**config.mk**
```make
export PLATFORM = sky130hd
export DESIGN_NAME = cache_req_arbiter
export DESIGN_NICKNAME = d
export VERILOG_FILES = /design/src/rtl/mypkg.sv /design/src/rtl/cache_arb_pick.sv /design/src/rtl/cache_req_arbiter.sv
export SDC_FILE = /design/constraint.sdc
export NUM_CORES = 1
export LEC_CHECK = 0
export CAP_MARGIN = 25
export CORE_AREA = 2 2 123 125
export DETAILED_ROUTE_END_ITERATION = 7
export DIE_AREA = 0 0 125 127
export PLACE_DENSITY = 0.77
export SYNTH_ARGS = -nofsm -noshare
export SYNTH_HDL_FRONTEND = slang
export SYNTH_SLANG_ARGS = --single-unit
```
**constraint.sdc**
```tcl
create_clock -name clk -period 8 [get_ports clk]
set_clock_uncertainty 0.15 [all_clocks]
set_input_delay 0.8 -clock clk [delete_from_list [all_inputs] [get_ports clk]]
set_output_delay 0.8 -clock clk [all_outputs]
set_load 0.02 [all_outputs]
```
**src/rtl/mypkg.sv**
```systemverilog
// Shared definitions for the L1 lookup-port arbiter: trace command codes,
// requester/state encodings and a command legality helper.
package mypkg;

    // Trace command codes
    localparam int unsigned READ       = 0;
    localparam int unsigned WRITE      = 1;
    localparam int unsigned I_FETCH    = 2;
    localparam int unsigned L2_INVAL   = 3;
    localparam int unsigned L2_DATA_RQ = 4;
    localparam int unsigned CLR        = 8;
    localparam int unsigned PRINT      = 9;

    // Width of the optional statistics counters
    localparam int ARB_STAT_W = 32;

    typedef enum logic [1:0] {
        SRC_D = 2'd0,
        SRC_I = 2'd1,
        SRC_S = 2'd2
    } arb_src_e;

    typedef enum logic [1:0] {
        IDLE  = 2'd0,
        ISSUE = 2'd1,
        WAIT  = 2'd2,
        DROP  = 2'd3
    } arb_state_e;

    // True when the command may legally be issued by the given requester.
    // Fetches carry an implicit I_FETCH and are always legal.
    function automatic logic cmd_legal(input logic [1:0] src, input int unsigned cmd);
        logic ok;
        ok = 1'b0;
        case (src)
            SRC_D:   ok = (cmd == READ) || (cmd == WRITE) || (cmd == CLR) || (cmd == PRINT);
            SRC_I:   ok = 1'b1;
            SRC_S:   ok = (cmd == L2_INVAL) || (cmd == L2_DATA_RQ);
            default: ok = 1'b0;
        endcase
        return ok;
    endfunction

endpackage

```
**src/rtl/cache_arb_pick.sv**
```systemverilog
// Combinational chooser for the lookup port: snoop first unless the snoop
// run has starved a waiting CPU requester, then round-robin between D and I.
module cache_arb_pick
    import mypkg::*;
(
    input  logic       d_valid,
    input  logic       i_valid,
    input  logic       s_valid,
    input  logic       ptr_i,
    input  logic       run_max,
    output logic       any_valid,
    output logic [1:0] src
);

    // Select one source; src is only meaningful while any_valid is high
    always_comb begin
        any_valid = d_valid | i_valid | s_valid;
        src       = SRC_D;
        if (s_valid && !(run_max && (d_valid || i_valid))) begin
            src = SRC_S;
        end else if (d_valid && i_valid) begin
            src = ptr_i ? SRC_I : SRC_D;
        end else if (i_valid) begin
            src = SRC_I;
        end else begin
            src = SRC_D;
        end
    end

endmodule

```
**src/rtl/cache_req_arbiter.sv**
```systemverilog
// Arbiter for the single L1 cache lookup port, shared by the data port,
// the instruction fetch port and the L2 snoop port. One lookup is in flight
// at a time; the response is routed back to whichever port issued it.
// Optional macro CACHE_ARB_STATS_EN adds saturating grant/drop counters;
// without it the stat_* ports read as zero.
module cache_req_arbiter
    import mypkg::*;
#(
    parameter int ADDR_W        = 32,
    parameter int CMD_W         = 4,
    parameter int MAX_SNOOP_RUN = 4
) (
    input  logic                  clk,
    input  logic                  rst,
    input  logic                  d_req_valid,
    output logic                  d_req_ready,
    input  logic [CMD_W-1:0]      d_req_cmd,
    input  logic [ADDR_W-1:0]     d_req_addr,
    input  logic                  i_req_valid,
    output logic                  i_req_ready,
    input  logic [ADDR_W-1:0]     i_req_addr,
    input  logic                  s_req_valid,
    output logic                  s_req_ready,
    input  logic [CMD_W-1:0]      s_req_cmd,
    input  logic [ADDR_W-1:0]     s_req_addr,
    output logic                  c_req_valid,
    input  logic                  c_req_ready,
    output logic [CMD_W-1:0]      c_req_cmd,
    output logic [ADDR_W-1:0]     c_req_addr,
    output logic [1:0]            c_req_src,
    input  logic                  c_rsp_valid,
    input  logic                  c_rsp_hit,
    output logic                  d_rsp_valid,
    output logic                  i_rsp_valid,
    output logic                  s_rsp_valid,
    output logic                  rsp_hit,
    output logic                  busy,
    output logic [ARB_STAT_W-1:0] stat_d_grants,
    output logic [ARB_STAT_W-1:0] stat_i_grants,
    output logic [ARB_STAT_W-1:0] stat_s_grants,
    output logic [ARB_STAT_W-1:0] stat_drops,
    output logic [ARB_STAT_W-1:0] stat_starve_overrides
);

    localparam logic [1:0] ST_IDLE  = IDLE;
    localparam logic [1:0] ST_ISSUE = ISSUE;
    localparam logic [1:0] ST_WAIT  = WAIT;
    localparam logic [1:0] ST_DROP  = DROP;
    localparam int         RUN_W    = $clog2(MAX_SNOOP_RUN + 1);

    logic [1:0]        state;
    logic              ptr_i;
    logic [RUN_W-1:0]  run_cnt;
    logic              run_max;
    logic              pick_any;
    logic [1:0]        pick_src;
    logic              accept;
    logic [CMD_W-1:0]  sel_cmd;
    logic [ADDR_W-1:0] sel_addr;
    logic              sel_legal;
    logic              cpu_waiting;
    logic [CMD_W-1:0]  cmd_q;
    logic [ADDR_W-1:0] addr_q;
    logic [1:0]        src_q;
    logic              rsp_fire;

    assign run_max     = (run_cnt == RUN_W'(MAX_SNOOP_RUN));
    assign cpu_waiting = d_req_valid | i_req_valid;

    cache_arb_pick u_pick (
        .d_valid   (d_req_valid),
        .i_valid   (i_req_valid),
        .s_valid   (s_req_valid),
        .ptr_i     (ptr_i),
        .run_max   (run_max),
        .any_valid (pick_any),
        .src       (pick_src)
    );

    assign accept = (state == ST_IDLE) && pick_any;

    // Mux the chosen requester's command/address and judge its legality
    always_comb begin
        sel_cmd  = d_req_cmd;
        sel_addr = d_req_addr;
        case (pick_src)
            SRC_I: begin
                sel_cmd  = CMD_W'(I_FETCH);
                sel_addr = i_req_addr;
            end
            SRC_S: begin
                sel_cmd  = s_req_cmd;
                sel_addr = s_req_addr;
            end
            default: begin
                sel_cmd  = d_req_cmd;
                sel_addr = d_req_addr;
            end
        endcase
        sel_legal = cmd_legal(pick_src, int'(sel_cmd));
    end

    assign d_req_ready = accept && (pick_src == SRC_D);
    assign i_req_ready = accept && (pick_src == SRC_I);
    assign s_req_ready = accept && (pick_src == SRC_S);

    // Control: FSM, D/I round-robin pointer and snoop run counter
    always_ff @(posedge clk or posedge rst) begin
        if (rst) begin
            state   <= ST_IDLE;
            ptr_i   <= 1'b0;
            run_cnt <= '0;
        end else begin
            case (state)
                ST_IDLE: begin
                    if (accept) begin
                        state <= sel_legal ? ST_ISSUE : ST_DROP;
                        if (pick_src == SRC_S) begin
                            if (cpu_waiting && !run_max) begin
                                run_cnt <= run_cnt + RUN_W'(1);
                            end
                        end else begin
                            run_cnt <= '0;
                            ptr_i   <= (pick_src == SRC_D);
                        end
                    end
                end
                ST_ISSUE: begin
                    if (c_req_ready) begin
                        state <= ST_WAIT;
                    end
                end
                ST_WAIT: begin
                    if (c_rsp_valid) begin
                        state <= ST_IDLE;
                    end
                end
                default: begin
                    state <= ST_IDLE;
                end
            endcase
        end
    end

    // Capture the accepted request; only observed outside IDLE
    always_ff @(posedge clk) begin
        if (accept) begin
            cmd_q  <= sel_cmd;
            addr_q <= sel_addr;
            src_q  <= pick_src;
        end
    end

    // Cache-side request and per-requester response routing
    always_comb begin
        c_req_valid = (state == ST_ISSUE);
        c_req_cmd   = c_req_valid ? cmd_q  : '0;
        c_req_addr  = c_req_valid ? addr_q : '0;
        c_req_src   = c_req_valid ? src_q  : 2'd0;
        rsp_fire    = ((state == ST_WAIT) && c_rsp_valid) || (state == ST_DROP);
        d_rsp_valid = rsp_fire && (src_q == SRC_D);
        i_rsp_valid = rsp_fire && (src_q == SRC_I);
        s_rsp_valid = rsp_fire && (src_q == SRC_S);
        rsp_hit     = (state == ST_WAIT) && c_rsp_valid && c_rsp_hit;
        busy        = (state != ST_IDLE);
    end

`ifdef CACHE_ARB_STATS_EN
    logic grant_d;
    logic grant_i;
    logic grant_s;
    logic grant_drop;
    logic grant_forced;
    logic grant_clr;

    function automatic logic [ARB_STAT_W-1:0] sat_inc(input logic [ARB_STAT_W-1:0] v,
                                                      input logic en);
        return (en && (v != '1)) ? v + ARB_STAT_W'(1) : v;
    endfunction

    assign grant_d      = accept && (pick_src == SRC_D);
    assign grant_i      = accept && (pick_src == SRC_I);
    assign grant_s      = accept && (pick_src == SRC_S);
    assign grant_drop   = accept && !sel_legal;
    assign grant_forced = accept && (pick_src != SRC_S) && s_req_valid;
    assign grant_clr    = grant_d && (d_req_cmd == CMD_W'(CLR));

    // Saturating event counters; a granted D-port CLR wipes them
    always_ff @(posedge clk or posedge rst) begin
        if (rst) begin
            stat_d_grants         <= '0;
            stat_i_grants         <= '0;
            stat_s_grants         <= '0;
            stat_drops            <= '0;
            stat_starve_overrides <= '0;
        end else if (grant_clr) begin
            stat_d_grants         <= '0;
            stat_i_grants         <= '0;
            stat_s_grants         <= '0;
            stat_drops            <= '0;
            stat_starve_overrides <= '0;
        end else begin
            stat_d_grants         <= sat_inc(stat_d_grants, grant_d);
            stat_i_grants         <= sat_inc(stat_i_grants, grant_i);
            stat_s_grants         <= sat_inc(stat_s_grants, grant_s);
            stat_drops            <= sat_inc(stat_drops, grant_drop);
            stat_starve_overrides <= sat_inc(stat_starve_overrides, grant_forced);
        end
    end
`else
    assign stat_d_grants         = '0;
    assign stat_i_grants         = '0;
    assign stat_s_grants         = '0;
    assign stat_drops            = '0;
    assign stat_starve_overrides = '0;
`endif

endmodule
```
# After elaboration in Yosys (flattened, before gate mapping)
# Cells that the tools add are included.
dict set report totals {
  ff_bits 44
  input_bits 112
  out_inout_bits 207
  wordCells 73
}
dict set report op_classes {
  addsub 1
  n_eq_ne 17
  muxes 17
  bitwise_logic 3
  n_reduce_logical 29
}
# cell n
set ops {}
lappend ops {{one-hot mux 32 bit (2 select lines)} 1}
lappend ops {{two-way mux 32 bit} 1}
lappend ops {{two-way mux 2 bit} 7}
lappend ops {{logical AND 1 bit} 13}
lappend ops {{AND reduction 3 bit} 3}
lappend ops {{equality test 2 bit, second input constant} 4}
lappend ops {{equality test 4 bit, second input constant} 2}
lappend ops {{one-hot mux 4 bit (2 select lines)} 1}
lappend ops {{equality test 2 x 1 -> 1 bit, second input constant} 3}
lappend ops {{logical NOT 2 bit} 3}
lappend ops {{logical OR 1 bit} 6}
lappend ops {{two-way mux 3 bit} 2}
lappend ops {{one-hot mux 2 bit (3 select lines)} 1}
lappend ops {{equality test 4 x 1 -> 1 bit, second input constant} 1}
lappend ops {{equality test 4 x 2 -> 1 bit, second input constant} 1}
lappend ops {{equality test 4 x 3 -> 1 bit, second input constant} 1}
lappend ops {{logical NOT 4 bit} 1}
lappend ops {{two-way mux 4 bit} 1}
lappend ops {{!= test 2 x 1 -> 1 bit, second input constant} 2}
lappend ops {{!= test 2 bit, second input constant} 2}
lappend ops {{adder 3 x 1 -> 3 bit, second input constant} 1}
lappend ops {{equality test 3 bit, second input constant} 1}
lappend ops {{one-hot mux 1 bit (3 select lines)} 1}
lappend ops {{logical NOT 1 bit} 2}
lappend ops {{other kinds (4)} 6}

# Depth between registers and ports, before layout
dict set report logic_depth {
  ltp_word 15
  mapped_depth 9
  ltp_nobuf 7
}

# Modules after synthesis
# From an unflattened synthesis, not the netlist that was laid out.
dict set report hier_totals {
  cells_unflattened 432
  hier_area_um2 3851.2
}
# mod instances cells_each area_per_inst_um2 seq_area_each_um2
set modules_own_cells {}
lappend modules_own_cells {cache_req_arbiter 1 426 3814.9 1291.2}
lappend modules_own_cells {cache_arb_pick 1 6 36.3 0.0}

# Worst setup path before layout
# Ideal clock, no wire load.
dict set report synth_path {
  path_kind {flip-flop to flip-flop}
  startpoint {register state[1]}
  endpoint {register addr_q[0] (enable)}
  setup_ns 0.434
  arrival_time_ns 2.460
  required_ns 7.416
  path_slack_ns 4.955
  path_stages_with_launch 4
  n_path_buf 1
  period_less_slack_ns 3.045
  path_cell_list {dfrtp_1 or2_1 buf_2 nor2_1}
}
dict set report synth_between {
  elab_chain_cells 2
}
# item line
set synth_lines {}
lappend synth_lines {{from (decl)} cache_req_arbiter.sv:51} ;# logic [1:0] state;
lappend synth_lines {{from (signal assigned)} cache_req_arbiter.sv:117} ;# state <= sel_legal ? ST_ISSUE : ST_DROP;
lappend synth_lines {{logical NOT 2 bit} cache_req_arbiter.sv:80} ;# assign accept = (state == ST_IDLE) && pick_any;
lappend synth_lines {{logical AND 1 bit} cache_req_arbiter.sv:80}
lappend synth_lines {{named net accept} cache_req_arbiter.sv:57} ;# logic accept;
lappend synth_lines {{to (signal assigned)} cache_req_arbiter.sv:149} ;# addr_q <= sel_addr;
lappend synth_lines {{to (decl)} cache_req_arbiter.sv:63} ;# logic [ADDR_W-1:0] addr_q;
# The timed path passes the listed nets, and every way through them passes these cells.
# A chain may end at the register's enable or synchronous reset.

# Worst setup path after layout
dict set report layout_path {
  startpoint {input d_req_valid}
  endpoint {output d_req_ready}
}
dict set report layout_between {
  elab_chain_cells 7
  elab_cells_between_ends 12
  classes_between {mux: 2; bitwise: 2; reduce/logical: 8}
}
# item line
set layout_lines {}
lappend layout_lines {{from (decl)} cache_req_arbiter.sv:15} ;# input logic d_req_valid,
lappend layout_lines {{logical OR 1 bit} cache_arb_pick.sv:19} ;# if (s_valid && !(run_max && (d_valid || i_valid))) begin
lappend layout_lines {{logical AND 1 bit} cache_arb_pick.sv:19}
lappend layout_lines {{logical NOT 1 bit} cache_arb_pick.sv:19}
lappend layout_lines {{logical AND 1 bit} cache_arb_pick.sv:19}
lappend layout_lines {{two-way mux 2 bit} cache_arb_pick.sv:19}
lappend layout_lines {{logical NOT 2 bit} cache_req_arbiter.sv:103} ;# assign d_req_ready = accept && (pick_src == SRC_D);
lappend layout_lines {{logical AND 1 bit *} cache_req_arbiter.sv:103}
lappend layout_lines {{to (decl)} cache_req_arbiter.sv:16} ;# output logic d_req_ready,
# Mark *: on every way between the ends. The rest lies on a longest branch, timed or not.

==> results.cfg <==
[clocking]
cts_buffer_depth = 2
numCtsBuffers = 5
clk_pin_slew_worst_paths_ps = 60
hold_buffers = 0
cts_tree = yes
cts_resized = 0
clk_latency_ps = 290
cts_setup_buffers = 0
cts.sinks = 44
root_buffer = clkbuf_16
htree_levels = 2

[global_route]
grt_pass1_vias = 2570
grt_max_degree = 75
grt-ovfl-total = 0
antenna_found_initial = 0
grt_pass1_wl_um = 13300
grt.total_usage_pct = 10.5

[worst_hold_path]
hp-class = flop to flop

[logic_synthesis]
ys_seq_area_share_pct = 33.8
syn_inst = 416
ys_top_cells_by_area = buf_4 (32%), edfxtp_1 (30%), mux2i_1 (8.4%)
syn_area_per_cell_sq_um = 9.18
ys_seq_elements = 44
synth_top_area_share_pct = 32.2
syn-cell-area_sq_um = 3820
ys_warn_count = 0
synth_top_cell_by_area = buf_4
synth_cell_type_count = 36

[route]
postRouteAntennaNets = 0
drtPass1Iterations = 4
vias = 2761
wl_met1_um = 3320
drtIter0Drc = 67
wl_met3_um = 984
routed_wirelength_um = 8750
wl_met2_um = 4380
viasPerCell = 3.67
drc = 0
wl_per_cell_um = 11.6
top_layer = met4

[final_layout]
n_fill_cell = 1482
antennaDiodeCount = 0
layout_common_cells = conb_1 (160), clkdlybuf4s50_1 (158), and2_1 (39)
area_growth_pct = 34.0
layout_commonest_cell = conb_1
stdcell_count = 752
seq_area_sq_um = 1290
drive_gt1_share_pct = 3.87
final_net_count = 681
multi_input_area_sq_um = 1800
final_core_utilization_pct = 35.5

[power]
leakagePower_nw = 2.25
p_per_area_nw_per_um2 = 231
peakVddDrop_mv = 0.0909

[timing]
timing.slew.headroom_pct = 49.0
timing.fmax_mhz = 257
slew_violations = 0
finalSetupTns_ps = 0
final-hold-violation-count = 0
setup_viol = 0
worst_pin_slew_ps = 764
min_period_ps = 3890
fin_crit_sh_pct = 48.6
rsz0062_at_grt = false

[critical_path]
cp.arrival_ps = 2940
endpoint_kind = output port
cp_top_family = buffers and inverters
crit_required_ps = 7050
startpoint_type = primary input
critical_path.max_fanout = 40
cp_slowest_cell = clkdlybuf4s50_1
path_buf_inv = 4
critPathKind = primary input to output port
crit_chain = clkdlybuf4s50_1 > inv_1 > o21ai_4 > buf_4 > and3_1 > clkdlybuf4s50_1
path_common_cell = clkdlybuf4s50_1
critPathMaxStageDelay_ps = 600

[placed_design]
place_congestion = 0.752
io_buffer_count = 158
dp_cells = 744
dp_hpwl_um = 6940

[floorplan]
ios = 319
die_w_um = 125
core_area_sq_um = 14400
die-height_um = 127
row_count = 44
initial_core_util_pct = 26.5
dieArea_sq_um = 15900

[status]
outcome = finished clean

[job]
max_cap_viol_count = 0
metrics by stage:
| step | hold slack, ps | setup slack (ps) | instance area, sq um | power (mW) |
|---|---|---|---|---|
| final | 389 | 4110 | 5120 | 1.18 |
| after global routing | 439 | 3960 | 5120 | 1.26 |
| after CTS | 396 | 4080 | 5120 | 1.20 |
| after detailed placement | 382 | 4080 | 4950 | 0.959 |
| after global placement | 384 | 4090 | 4950 | 0.952 |
| after floorplan | 337 | 4960 | 4420 | 0.784 |
path summary, 6_finish.rpt:
| check | from | slack [ps] | end | depth (start not counted) |
|---|---|---|---|---|
| min in group asynchronous | rst | 580 | run_cnt[1]$_DFFE_PP0P_ | 2 |
| worst min register to register | run_cnt[2]$_DFFE_PP0P_ | 390 | run_cnt[2]$_DFFE_PP0P_ | 1 |
| worst min-delay path | run_cnt[2]$_DFFE_PP0P_ | 390 | run_cnt[2]$_DFFE_PP0P_ | 1 |
| worst max-delay path | d_req_valid | 4110 | d_req_ready | 6 |
| max in group asynchronous | rst | 6910 | run_cnt[2]$_DFFE_PP0P_ | 2 |
| worst max register to register | run_cnt[0]$_DFFE_PP0P_ | 5760 | addr_q[17]$_DFFE_PP_ | 7 |
sequential cells by signal, indices dropped and copies added, names as in the netlist:
signal,count
addr_q,32
cmd_q,4
ptr_i,1
run_cnt,3
src_q,2
state,2
Yosys cell counts (all sizes together):
cell type and count:
o211ai 1, buf 172, nor3 4, a32o 1, and3 1, and2 39
nor2 10, edfxtp 38, mux2i 32, o21ai 40, conb 1, and4 1
ha 2, a31oi 1, nor2b 1, clkbuf 5, o31ai 1, dfrtp 6
a21oi 3, nor4 2, nand2 39, and3b 1, nor3b 2, nand3 4
inv 7, or2 2
worst register-to-register path, cell delays in order (launching register included):
cell	delay, ps
dfrtp_1	350
inv_1	70
ha_1	210
o211ai_2	100
nand2_4	120
inv_2	100
buf_4	570
o21ai_1	280
logic make-up (layout without fill, tap and decap cells):
group / Yosys count / in the layout / share of synthesized area, %
buffers and inverters: 184 / 177 / 35.3
AND/OR/NAND/NOR: 106 / 106 / 14.9
AO/OA/AOI/OAI: 47 / 47 / 6.91
flip-flops: 44 / 44 / 33.8
multiplexers: 32 / 32 / 8.39
adder cells (fa/ha/maj): 2 / 2 / 0.655
other: 1 / 160 / 0.0982
final cells by class:
| cell class | count | area share [%] |
|---|---|---|
| repair buffers | 162 | 31.5 |
| inverters | 7 | 0.513 |
| clock inverters | 2 | 0.684 |
| well taps | 184 | 4.50 |
| multi-input cells | 347 | 35.1 |
| clock buffers | 6 | 2.52 |
| flip-flops and latches | 44 | 25.2 |
power by group:
part	leakage (nW)	internal (mW)	switching, mW
registers	0.435	0.352	0.0267
clock network	0.0808	0.147	0.0891
logic	1.73	0.228	0.337
per-layer routing:
metal | global-route usage [%] | vias up
li1 | - | 1348
met5 | 0 | -
met3 | 4.23 | 6
met1 | 12.1 | 1229
met2 | 17.9 | 178
met4 | 3.01 | 0
Note: power is estimated with default switching activity, not from simulation.
